`config.mk`:
```
export PLATFORM = sky130hd
export DESIGN_NAME = rv_fetch_unit
export DESIGN_NICKNAME = d
export VERILOG_FILES = /design/src/rtl/rv_fetch_unit.sv
export SDC_FILE = /design/constraint.sdc
export NUM_CORES = 1
export LEC_CHECK = 0
export CORE_MARGIN = 2
export CORE_UTILIZATION = 45
export DETAILED_ROUTE_END_ITERATION = 10
export GPL_TIMING_DRIVEN = 0
export PLACE_DENSITY = 0.7
export RECOVER_POWER = 50
export SYNTH_ARGS = -nofsm -noshare
export SYNTH_HDL_FRONTEND = slang
export SYNTH_SLANG_ARGS = --single-unit
export TNS_END_PERCENT = 1
```
`constraint.sdc`:
```
create_clock -name clk -period 3.1 [get_ports clk]
set_input_delay 0.93 -clock clk [delete_from_list [all_inputs] [get_ports clk]]
set_output_delay 0.93 -clock clk [all_outputs]
set_load 0.1 [all_outputs]
```
`src/rtl/rv_fetch_unit.sv`:
```
// ---------------------------------------------------------------------------
// rv_fetch_unit
//   Instruction-fetch front end for the RV32 core. A PC sequencer issues
//   word-aligned requests to instruction memory under a credit rule. The rule
//   allows no more requests in flight than there is free prefetch FIFO space.
//   Returned words are tagged with their PC, queued, and presented to decode.
//   A redirect flushes the FIFO and discards responses that are still in flight.
//
//   State table
//     state   | meaning
//     --------+-------------------------------------------------------------
//     ST_RUN  | normal fetching; requests issue while credit is available
//     ST_HALT | last redirect target was misaligned; no requests issue
//
// Ports
//   clk             in   clock, rising edge
//   n_rst           in   asynchronous active-low reset
//   imem_req_valid  out  fetch request valid
//   imem_req_ready  in   memory accepts the request this cycle
//   imem_req_addr   out  word-aligned fetch address
//   imem_rsp_valid  in   response valid (in request order, >=1 cycle later)
//   imem_rsp_data   in   instruction word
//   instr_valid     out  FIFO head valid
//   instr_ready     in   decode consumes the head
//   instr           out  head instruction
//   instr_pc        out  PC of the head instruction
//   redirect_valid  in   single-cycle redirect request
//   redirect_pc     in   redirect target
//   err_misaligned  out  last redirect target was not word aligned
// ---------------------------------------------------------------------------
module rv_fetch_unit #(
  parameter int               XLEN       = 32,
  parameter int               FIFO_DEPTH = 4,
  parameter logic [XLEN-1:0]  RESET_PC   = '0
) (
  input  logic             clk,
  input  logic             n_rst,
  output logic             imem_req_valid,
  input  logic             imem_req_ready,
  output logic [XLEN-1:0]  imem_req_addr,
  input  logic             imem_rsp_valid,
  input  logic [XLEN-1:0]  imem_rsp_data,
  output logic             instr_valid,
  input  logic             instr_ready,
  output logic [XLEN-1:0]  instr,
  output logic [XLEN-1:0]  instr_pc,
  input  logic             redirect_valid,
  input  logic [XLEN-1:0]  redirect_pc,
  output logic             err_misaligned
);

  localparam int CNT_W = $clog2(FIFO_DEPTH + 1);
  localparam int PTR_W = $clog2(FIFO_DEPTH);

  typedef enum logic {
    ST_RUN  = 1'b0,
    ST_HALT = 1'b1
  } state_t;

  state_t state;
  state_t state_nxt;
  logic   run;

  logic [XLEN-1:0]  fetch_pc;
  logic [XLEN-1:0]  rsp_pc;
  logic [CNT_W-1:0] outstanding_cnt;
  logic [CNT_W-1:0] drop_cnt;
  logic [CNT_W-1:0] fifo_count;
  logic [PTR_W-1:0] rd_ptr;
  logic [PTR_W-1:0] wr_ptr;

  logic [XLEN-1:0]  fifo_instr [FIFO_DEPTH];
  logic [XLEN-1:0]  fifo_pc    [FIFO_DEPTH];

  logic [XLEN-1:0]  redirect_aligned;
  logic [CNT_W:0]   credit_used;
  logic             req_fire;
  logic             push;
  logic             pop;

  assign redirect_aligned = {redirect_pc[XLEN-1:2], 2'b00};

  // ---------------- FSM: state register ----------------
  always_ff @(posedge clk or negedge n_rst) begin
    if (!n_rst) begin
      state <= ST_RUN;
    end else begin
      state <= state_nxt;
    end
  end

  // ---------------- FSM: next state ----------------
  always_comb begin
    state_nxt = state;
    if (redirect_valid) begin
      state_nxt = (redirect_pc[1:0] != 2'b00) ? ST_HALT : ST_RUN;
    end
  end

  // ---------------- FSM: outputs ----------------
  always_comb begin
    run            = (state == ST_RUN);
    err_misaligned = (state == ST_HALT);
  end

  // Every word in flight already owns a FIFO slot, so a push can never hit a
  // full FIFO. The n_rst term keeps the request low while reset is held.
  assign credit_used    = {1'b0, fifo_count} + {1'b0, outstanding_cnt};
  assign imem_req_valid = n_rst & run & ~redirect_valid &
                          (credit_used < (CNT_W+1)'(FIFO_DEPTH));
  assign imem_req_addr  = fetch_pc;
  assign req_fire       = imem_req_valid & imem_req_ready;

  // A response that arrives in the redirect cycle is stale by definition.
  assign push = imem_rsp_valid & ~redirect_valid & (drop_cnt == '0);
  assign pop  = instr_ready & (fifo_count != '0) & ~redirect_valid;

  always_ff @(posedge clk or negedge n_rst) begin
    if (!n_rst) begin
      fetch_pc        <= RESET_PC;
      rsp_pc          <= RESET_PC;
      outstanding_cnt <= '0;
      drop_cnt        <= '0;
      fifo_count      <= '0;
      rd_ptr          <= '0;
      wr_ptr          <= '0;
    end else begin
      if (redirect_valid) begin
        fetch_pc <= redirect_aligned;
      end else if (req_fire) begin
        fetch_pc <= fetch_pc + XLEN'(4);
      end

      // The outstanding count follows the memory itself, so it keeps counting
      // through redirects and includes responses that will be dropped.
      case ({req_fire, imem_rsp_valid})
        2'b10:   outstanding_cnt <= outstanding_cnt + CNT_W'(1);
        2'b01:   outstanding_cnt <= outstanding_cnt - CNT_W'(1);
        default: outstanding_cnt <= outstanding_cnt;
      endcase

      if (redirect_valid) begin
        drop_cnt <= outstanding_cnt - CNT_W'(imem_rsp_valid);
      end else if (imem_rsp_valid && (drop_cnt != '0)) begin
        drop_cnt <= drop_cnt - CNT_W'(1);
      end

      if (redirect_valid) begin
        rsp_pc <= redirect_aligned;
      end else if (push) begin
        rsp_pc <= rsp_pc + XLEN'(4);
      end

      if (redirect_valid) begin
        fifo_count <= '0;
        rd_ptr     <= '0;
        wr_ptr     <= '0;
      end else begin
        if (push) begin
          wr_ptr <= wr_ptr + PTR_W'(1);
        end
        if (pop) begin
          rd_ptr <= rd_ptr + PTR_W'(1);
        end
        case ({push, pop})
          2'b10:   fifo_count <= fifo_count + CNT_W'(1);
          2'b01:   fifo_count <= fifo_count - CNT_W'(1);
          default: fifo_count <= fifo_count;
        endcase
      end
    end
  end

  // Storage carries no reset; validity is tracked by fifo_count alone.
  always_ff @(posedge clk) begin
    if (push) begin
      fifo_instr[wr_ptr] <= imem_rsp_data;
      fifo_pc[wr_ptr]    <= rsp_pc;
    end
  end

  assign instr_valid = (fifo_count != '0);
  assign instr       = fifo_instr[rd_ptr];
  assign instr_pc    = fifo_pc[rd_ptr];

endmodule

```
==> flow_summary.toml <==
[final_layout]
drive_gt1_frac = 0.2446
diodes = 0
syn_to_final_growth_pct = 26.12
layout.nets = 1070
postLayoutCellArea_sq_um = 16840
fin_util = 0.5727

[setup_path]
crit_path_start_kind = "flop"
r2r_cells = 8
critical_path_class = "flop to output pin"
cp-startpoint = "rd_ptr[0]$_DFFE_PN0P_"
cp.required_ns = 2.17
critPathMaxFanout = 7
r2r-start = "outstanding_cnt[2]$_DFFE_PN0P_"
arrival_ns = 2.26
end_kind = "output pin"

[die]
core_area_sq_um = 29400
die_w_microns = 176.2
start_util = 0.4541
pin_count = 169
fp.dieH_microns = 176.2
dieArea_sq_um = 31060
rows = 63

[sta]
rsz0062_at_grt = "true"
max_freq_mhz = 313.2
fin_ws_ns = -0.09257
fin_crit_sh = 1.030
tightestPinTransition_ns = 0.9806
finalHoldViolations = 0
setup_viol = 2
skew_ns = 0.02085
slew_viol_final = 0
max_slew_margin = 0.3442
finalCriticalPeriod_ns = 3.193
totalNegativeSetupSlack_ns = -0.1438

[route]
dr.pass1.iters = 5
antenna_left = 0
vias_per_cell = 5.469
drt-total-wl_mm = 28.09
drt_iter0_markers = 590
drc = 0
wl_per_cell_microns = 20.07
via_count = 7656

[pwr]
leakagePower_nw = 5.836
p_per_area_nw_per_um2 = 803.8
ir_drop_mv = 0.3251

[synth]
synth_cell_types = 61
synth-seq-cells = 322
synth_area_sq_um = 13350
synth_cells = 778
synth-seq-area-share = 0.6965
yosys_warnings = 0
ys.flop_type = "edfxtp_1"
synthArstFlopShare = 0.2298
syn_avg_cell_area_sq_um = 17.16
synth_edf_count = 248

[outcome]
violations = "setup timing"
status = "finished with violations"

[run]
maxCapViolations = 0

[clocking]
cts_buffer_depth = 3
clk_latency_ns = 0.51
numCtsBuffers = 35
cts_tree = "done"
cts_root_buf = "clkbuf_16"
clk_pin_slew_ns = 0.06
cts_hold_buf = 0
htree_num_levels = 2
clkSinkCount = 322

[global_route]
overflow = 0
gr-usage-met1 = 0.2658
grt_pass1_wl_mm = 44.24
grt_max_degree = 51
grt_pass1_vias = 7815
grt_busiest_layer = "met2"
antenna_found_initial = 0
grt_use_met3 = 0.03575
grt_use_met2 = 0.2964
track_usage = 0.1857

[placed_design]
io_buffers = 163
dp_hpwl_mm = 18.84
placed_cell_area_sq_um = 15630
pre_cts_slack_ns = -0.9945
place_congestion = 0.9065

[worst_hold_path]
hold_class = "primary input to async pin"
## through the flow
| stage | hold WS [ns] | cells | total power, mW |
|---|---|---|---|
| floorplan | 0.4672 | 781 | 8.420 |
| global placement | 0.4919 | 1334 | 9.406 |
| detailed placement | 0.5039 | 1339 | 9.453 |
| CTS | 0.2662 | 1400 | 13.64 |
| global route | 0.2460 | 1400 | 14.06 |
| finish | 0.2526 | 1400 | 13.53 |
## kinds of logic (layout without fill, tap and decap cells)
| logic type | count (synthesis) | in the layout | share of synthesized area |
|---|---|---|---|
| AOI/OAI and AO/OA | 73 | 73 | 0.03608 |
| xor gates and xnor gates | 48 | 48 | 0.03149 |
| adders and majority gates | 15 | 15 | 0.01518 |
| buffers and inverters | 54 | 283 | 0.01902 |
| DFF | 322 | 322 | 0.6965 |
| muxes | 82 | 82 | 0.1213 |
| other | 1 | 4 | 0.0002809 |
| and+or+nand+nor | 183 | 183 | 0.08013 |
## per-layer routing
| layer | vias to the layer above | share of wire |
|---|---|---|
| met4 | 0 | 0.018 |
| met5 | - | 0 |
| met2 | 273 | 0.47 |
| met1 | 3864 | 0.44 |
| met3 | 37 | 0.066 |
| li1 | 3482 | - |
## cell type report
type                    instances  area [sq um]
fillers                      2254         12560
flip-flops and latches        322          9304
multi-input cells             405          3806
repair buffers                170          1778
clock buffers                  50          1003
well taps                     390         488.0
plain buffers                  35         244.0
clock inverters                12         153.9
inverters                      16         60.06
## where the power goes
group | internal, mW | switching, mW | total [mW]
clock network | 2.51 | 1.61 | 4.12
logic | 1.26 | 2.96 | 4.22
registers | 4.94 | 0.253 | 5.19
total | 8.71 | 4.82 | 13.5
## state kept, by name, summed over array words and instances (netlist names)
signal / count
imem_req_addr: 30
err_misaligned: 1
fifo_pc: 120
wr_ptr: 2
rd_ptr: 2
drop_cnt: 3
fifo_instr: 128
fifo_count: 3
outstanding_cnt: 3
rsp_pc: 30
## cells in the final DEF (no fill, tap or decap), types with 8 or more instances in the layout
| master | netlist | final |
|---|---|---|
| a21oi_1 | 13 | 13 |
| a31oi_1 | 8 | 8 |
| buf_2 | 8 | 10 |
| buf_4 | 5 | 21 |
| buf_6 | 3 | 33 |
| clkbuf_1 | 18 | 23 |
| clkbuf_16 | 0 | 36 |
| clkdlybuf4s50_1 | 0 | 52 |
| dfrtp_1 | 74 | 72 |
| dlygate4sd2_1 | 0 | 11 |
| dlygate4sd3_1 | 0 | 33 |
| edfxtp_1 | 248 | 248 |
| ha_1 | 13 | 13 |
| inv_1 | 15 | 15 |
| mux2_2 | 18 | 18 |
| mux4_2 | 62 | 62 |
| nand2_1 | 43 | 43 |
| nand3_1 | 27 | 27 |
| nand4_1 | 19 | 19 |
| nor2_1 | 29 | 29 |
| o211ai_1 | 11 | 11 |
| o21ai_0 | 16 | 16 |
| xnor2_1 | 24 | 24 |
| xor2_1 | 24 | 24 |
## repair_timing
item / 4_1_cts / 5_1_grt
buffers inserted: 2 / 0
resized for setup: 415 / 30
setup endpoints to repair: 299 / 68
pin swaps: 0 / 0
## final timing paths
kind	end	slack, ns
setup reg to reg	imem_req_addr[18]$_DFFE_PN0P_	0.17
min in group clk	outstanding_cnt[0]$_DFFE_PN0P_	0.51
hold reg to reg	outstanding_cnt[0]$_DFFE_PN0P_	0.51
hold / removal	rsp_pc[8]$_DFFE_PN0N_	0.25
max in group asynchronous	rd_ptr[0]$_DFFE_PN0P_	2.31
setup / recovery	instr[31]	-0.09
## cells in the mapped netlist (4+ instances only)
cell type | n | area [sq um]
a21oi_1 | 13 | 65.06
or3_1 | 7 | 43.79
a31oi_1 | 8 | 50.05
buf_2 | 8 | 40.04
nor4_2 | 5 | 62.56
mux4_2 | 62 | 1396
mux2_2 | 18 | 202.7
nand4_1 | 19 | 118.9
o31a_1 | 4 | 35.03
buf_1 | 4 | 15.01
clkbuf_1 | 18 | 67.56
nand2_1 | 43 | 161.4
and4_1 | 4 | 35.03
ha_1 | 13 | 162.7
nor3_1 | 7 | 35.03
buf_4 | 5 | 37.54
edfxtp_1 | 248 | 7447
inv_1 | 15 | 56.30
nor4_1 | 4 | 25.02
o21ai_0 | 16 | 80.08
nor2_1 | 29 | 108.9
nand3_1 | 27 | 135.1
o211ai_1 | 11 | 82.58
nand2b_1 | 5 | 31.28
xor2_1 | 24 | 210.2
xnor2_1 | 24 | 210.2
and3_1 | 10 | 62.56
dfrtp_1 | 74 | 1852
## critical path, cell delays in order (launching register included)
cell           delay [ns]
dfrtp_4              0.55
mux4_2               0.35
dlygate4sd2_1        0.85
(Power assumes the default switching activity.)
